## config.mk

```make
export PLATFORM = sky130hd
export DESIGN_NAME = ub_dma_engine
export DESIGN_NICKNAME = d
export VERILOG_FILES = /design/src/rtl/ub_dma_engine.sv
export SDC_FILE = /design/constraint.sdc
export NUM_CORES = 1
export LEC_CHECK = 0
export BUFFER_PORTS_ARGS = -buffer_cell sky130_fd_sc_hd__buf_2
export CAP_MARGIN = 15
export CORE_AREA = 2 2 171 173
export DETAILED_ROUTE_END_ITERATION = 12
export DIE_AREA = 0 0 173 175
export SLEW_MARGIN = 15
export SYNTH_ARGS = -nofsm -noshare
export SYNTH_HDL_FRONTEND = slang
export SYNTH_SLANG_ARGS = --single-unit
```

## constraint.sdc

```tcl
create_clock -name clk -period 4.9 [get_ports clk]
set_input_delay 0.735 -clock clk [delete_from_list [all_inputs] [get_ports clk]]
set_output_delay 0.735 -clock clk [all_outputs]
set_load 0.01 [all_outputs]
```

## src/rtl/ub_dma_engine.sv

```systemverilog
// ub_dma_engine: moves word bursts between valid/ready streams and the
// UnifiedBuffer DMA port, one command at a time.
// Ports: clk/reset (sync, active-high); cmd_* command handshake with
//   direction, start address and length; s_* write-source stream;
//   m_* read-sink stream; dma_* registered UB access port plus
//   dma_data_out read data (1-cycle latency); busy/done status.
module ub_dma_engine #(
  parameter int DATA_W     = 32,
  parameter int ADDR_W     = 10,
  parameter int LEN_W      = 11,
  parameter int FIFO_DEPTH = 4
) (
  input  logic              clk,
  input  logic              reset,
  input  logic              cmd_valid,
  output logic              cmd_ready,
  input  logic              cmd_dir,
  input  logic [ADDR_W-1:0] cmd_addr,
  input  logic [LEN_W-1:0]  cmd_len,
  input  logic              s_valid,
  output logic              s_ready,
  input  logic [DATA_W-1:0] s_data,
  output logic              m_valid,
  input  logic              m_ready,
  output logic [DATA_W-1:0] m_data,
  output logic              dma_write_en,
  output logic              dma_read_en,
  output logic [ADDR_W-1:0] dma_addr,
  output logic [DATA_W-1:0] dma_data_in,
  input  logic [DATA_W-1:0] dma_data_out,
  output logic              busy,
  output logic              done
);

  localparam int PTR_W = $clog2(FIFO_DEPTH);
  localparam int CNT_W = PTR_W + 1;
  localparam logic [CNT_W:0] DEPTH =
    (CNT_W+1)'(FIFO_DEPTH);

  localparam logic [1:0] IDLE  = 2'd0;
  localparam logic [1:0] WRITE = 2'd1;
  localparam logic [1:0] READ  = 2'd2;
  localparam logic [1:0] DRAIN = 2'd3;

  logic [1:0]        state;
  logic [ADDR_W-1:0] addr;
  logic [LEN_W-1:0]  len;
  logic [LEN_W-1:0]  issued;
  logic              rd_d1;

  logic [DATA_W-1:0] fifo_mem [FIFO_DEPTH];
  logic [PTR_W-1:0]  wr_ptr;
  logic [PTR_W-1:0]  rd_ptr;
  logic [CNT_W-1:0]  fifo_count;
  logic [CNT_W:0]    occ;

  logic cmd_fire;
  logic more;
  logic last;
  logic wr_fire;
  logic rd_fire;
  logic push;
  logic pop;
  logic drain_end;

  assign cmd_ready = (state == IDLE);
  assign busy      = (state != IDLE);
  assign cmd_fire  = cmd_valid && cmd_ready;

  assign more = (issued < len);
  assign last = ((issued + LEN_W'(1)) == len);

  assign s_ready = (state == WRITE) && more;
  assign wr_fire = s_valid && s_ready;

  // Reads still in the UB pipe (on the port now, or returning data
  // now) already own a FIFO slot, so a new read is only issued when
  // every outstanding word is guaranteed room.
  assign occ = {1'b0, fifo_count}
             + (CNT_W+1)'(dma_read_en)
             + (CNT_W+1)'(rd_d1);

  assign rd_fire = (state == READ) && more
                && (occ < DEPTH);

  assign push    = rd_d1;
  assign m_valid = (fifo_count != '0);
  assign pop     = m_valid && m_ready;
  assign m_data  = m_valid ? fifo_mem[rd_ptr] : '0;

  assign drain_end = (state == DRAIN) && pop
                  && (fifo_count == CNT_W'(1))
                  && !dma_read_en && !rd_d1;

  always_ff @(posedge clk) begin
    if (reset) begin
      state        <= IDLE;
      addr         <= '0;
      len          <= '0;
      issued       <= '0;
      rd_d1        <= 1'b0;
      dma_write_en <= 1'b0;
      dma_read_en  <= 1'b0;
      dma_addr     <= '0;
      dma_data_in  <= '0;
      done         <= 1'b0;
    end else begin
      done         <= 1'b0;
      dma_write_en <= 1'b0;
      dma_read_en  <= 1'b0;
      rd_d1        <= dma_read_en;
      unique case (1'b1)
        cmd_fire: begin
          addr   <= cmd_addr;
          len    <= cmd_len;
          issued <= '0;
          if (cmd_len == '0)
            done  <= 1'b1;
          else if (cmd_dir)
            state <= READ;
          else
            state <= WRITE;
        end
        wr_fire: begin
          dma_write_en <= 1'b1;
          dma_addr     <= addr;
          dma_data_in  <= s_data;
          addr         <= addr + ADDR_W'(1);
          issued       <= issued + LEN_W'(1);
          if (last) begin
            state <= IDLE;
            done  <= 1'b1;
          end
        end
        rd_fire: begin
          dma_read_en <= 1'b1;
          dma_addr    <= addr;
          addr        <= addr + ADDR_W'(1);
          issued      <= issued + LEN_W'(1);
          if (last)
            state <= DRAIN;
        end
        drain_end: begin
          state <= IDLE;
          done  <= 1'b1;
        end
        default: ;
      endcase
    end
  end

  always_ff @(posedge clk) begin
    if (reset) begin
      wr_ptr     <= '0;
      rd_ptr     <= '0;
      fifo_count <= '0;
    end else begin
      if (push)
        wr_ptr <= wr_ptr + PTR_W'(1);
      if (pop)
        rd_ptr <= rd_ptr + PTR_W'(1);
      unique case ({push, pop})
        2'b10:   fifo_count <= fifo_count + CNT_W'(1);
        2'b01:   fifo_count <= fifo_count - CNT_W'(1);
        default: ;
      endcase
    end
  end

  always_ff @(posedge clk) begin
    if (push)
      fifo_mem[wr_ptr] <= dma_data_out;
  end

endmodule
```

==> flow_metrics.env <==
export IMPL_antenna_found_initial=2
export IMPL_end_kind="output pin"
export IMPL_yosysUniqueCellTypes=47
export IMPL_cp_cell_sequence="ha_1 -> a211oi_1 -> nor2_1 -> o31a_1 -> or3_1 -> nor3b_1 -> buf_2"
export IMPL_holdCritPathClass="in -> reg"
export IMPL_critPathLaunchType="register"
export IMPL_yosys_top_cells_area="edfxtp_1 (43%), dfxtp_1 (20%), mux4_2 (8.0%)"
export IMPL_period_share_pct=71.9
export IMPL_finalHoldViolCount=0
export IMPL_cp_required_ns=4.16
export IMPL_synth_xor_area_share_pct=1.65
export IMPL_drc=0
export IMPL_ys_ff_latch=217
export IMPL_finalSetupViolCount=0
export IMPL_max_cap_violations=0
export IMPL_cts_sinks=217
export IMPL_power_density_nw_per_um2=470
export IMPL_synth_nets=852
export IMPL_layout_nets=1020
export IMPL_cts_resized=0
export IMPL_hold_buffers=0
export IMPL_wl_per_cell_um=15.5
export IMPL_final_area_um2=11100
export IMPL_synth_simple_area_share_pct=14.0
export IMPL_min_period_ns=3.52
export IMPL_wl_met3_um=1610
export IMPL_synthAdderAreaFrac_pct=3.20
export IMPL_grt_pass1_vias=6174
export IMPL_dr_first_iter_drc_count=402
export IMPL_synthArstFlopShare_pct=0
export IMPL_start_util_pct=31.7
export IMPL_yosysSeqAreaShare_pct=62.5
export IMPL_tightest_slew_ns=1.06
export IMPL_insertion_delay_ns=0.51
export IMPL_ios=172
export IMPL_path_class="reg -> out"
export IMPL_p_sw_w=0.00150
export IMPL_cpLargestDelayFamily="simple AND/OR/NAND/NOR gates"
export IMPL_rsz0062_at_grt="no"
export IMPL_cts_tree="done"
export IMPL_grt_max_degree=58
export IMPL_power_leakage_nw=4.09
export IMPL_rows=62
export IMPL_antenna_left=0
export IMPL_grt_remaining_overflow=0
export IMPL_syn_inst=738
export IMPL_cts_max_level=1
export IMPL_area_delta_synth_final_pct=23.6
export IMPL_syn_area_per_cell_um2=12.2
export IMPL_synth_ff_type="edfxtp_1"
export IMPL_pwr_share_seq_pct=41.1
export IMPL_netlist_area_um2=9000
export IMPL_maxUsedRoutingLayer="met5"
export IMPL_route_met2_wl_um=9390
export IMPL_vias=6169
export IMPL_ir_drop_v=0.000292
export IMPL_wirelength_um=20400
export IMPL_tns_ns=0
export IMPL_met1_length_um=8880
export IMPL_layout_drive_gt1_share_pct=28.4
export IMPL_synth_top_family_by_area="simple AND/OR/NAND/NOR gates"
export IMPL_grt_first_pass_wirelength_um=32700
export IMPL_fin_skew_ns=0.00697
export IMPL_core_um2=28400
export IMPL_maxSlewHeadroom_pct=29.4
export IMPL_place_area_um2=10300
export IMPL_viasPerCell=4.71
export IMPL_arrival_ns=2.79
export IMPL_synth_top_area_share_pct=42.7
export IMPL_place_congestion=0.777
export IMPL_internal_power_w=0.00373
export IMPL_switching_share_pct=28.6
export IMPL_synth_edf_count=128
export IMPL_crit_path_max_incr_delay_ns=0.49
export IMPL_cts_path_max_buffers=3
export IMPL_slew_viol_final=0
export IMPL_cp_num_buf_inv=1
export IMPL_grt_usage_pct=13.1
export IMPL_dp_hpwl_um=13200
export IMPL_dieArea_um2=30300
export IMPL_combPwrFrac_pct=22.8
export IMPL_root_buffer="clkbuf_16"
export IMPL_yosys_warnings=0
export IMPL_numPortBuffers=171
export IMPL_yosysMostFrequentCell="edfxtp_1"
export IMPL_max_freq_ghz=0.284
export IMPL_synth_compound_area_share_pct=7.63
export IMPL_synthTopCellsByCount="edfxtp_1 (128), nand2_1 (123), dfxtp_1 (89)"
export IMPL_die_h_um=175
export IMPL_drt_first_pass_iters=4
export IMPL_synth_top_cell_by_area="edfxtp_1"
export IMPL_die_width_um=173
export IMPL_cts_inserted_buffers=24
export IMPL_worstPathMaxFanout=9
export IMPL_cts_setup_buffers=0
export IMPL_status="completed"
export IMPL_clkTransAtPathRegs_ns=0.06
export IMPL_pwr_share_clk_pct=36.0
export IMPL_synthMuxAreaShare_pct=8.36
export IMPL_cpMaxStageDelayCell="dfxtp_1"
[kinds of logic (layout without fill, tap and decap cells)]
family	count (synthesis)	after routing
AO/OA/AOI/OAI	119	119
flip-flops	217	217
adder cells (fa/ha/maj)	23	23
buffers and inverters	63	249
XOR/XNOR	17	17
other	0	1
AND/OR/NAND/NOR	264	264
multiplexers	35	35
[stage by stage]
step                      worst slack (ns)  power [W]  hold WS, ns  util, %  std cells
after floorplan                       2.08    0.00296        0.441        -        738
after global placement                1.93    0.00341        0.438     36.2       1264
after detailed placement              1.92    0.00341        0.445     36.2       1264
after CTS                             1.35    0.00532        0.416     39.2       1308
after global routing                  1.24    0.00552        0.417     39.2       1308
final                                 1.38    0.00523        0.442     39.2       1309
[registers in the layout, summed over array words and instances (netlist names), 2 cells and up, named ones only]
name,count
fifo_mem,128
dma_data_in,32
issued,11
len,11
addr,10
dma_addr,10
fifo_count,3
rd_ptr,2
state,2
wr_ptr,2
[cell type report]
class | count | area (um^2)
Fill cell | 2771 | 17300
Sequential cell | 217 | 5630
Multi-Input combinational cell | 458 | 3140
Timing Repair Buffer | 184 | 953
Clock buffer | 32 | 671
Tap cell | 384 | 480
Clock inverter | 12 | 173
Inverter | 21 | 78.8
Antenna cell | 1 | 2.50
[cells in the final DEF, fill, tap and decap left out, types with 10 or more instances in the layout]
cell and instances:
buf_2 171, edfxtp_1 128, nand2_1 123, dfxtp_1 88, a21oi_1 76, and2_1 39
mux4_2 32, nor2_1 31, clkbuf_16 24, ha_1 23, inv_1 21, nand3_1 15
buf_4 13, nor3_1 11, xnor2_1 10
[routing by layer]
metal  vias to the layer above  global-route usage, %
li1                       3003                      -
met1                      2935                   17.1
met2                       196                   21.9
met3                        33                   3.72
met4                         2                   2.97
met5                         -                      0
[power by group through the flow]
stage                     sequential [W]  clock [W]  combinational (W)
after floorplan                  0.00214          0           0.000821
after global placement           0.00219          0            0.00121
after detailed placement         0.00220          0            0.00122
after CTS                        0.00216    0.00194            0.00122
after global routing             0.00217    0.00202            0.00133
final                            0.00215    0.00189            0.00119
[worst paths after layout]
check                         from         endpoint  slack, ns  depth (start not counted)
setup / recovery         issued[4]          s_ready       1.38                          7
hold / removal    dma_data_out[12]  fifo_mem[1][12]       0.44                          1
setup reg to reg         issued[4]         state[1]       1.93                          9
hold reg to reg    dma_data_in[26]  dma_data_in[26]       0.45                          2
(Power assumes the default switching activity.)
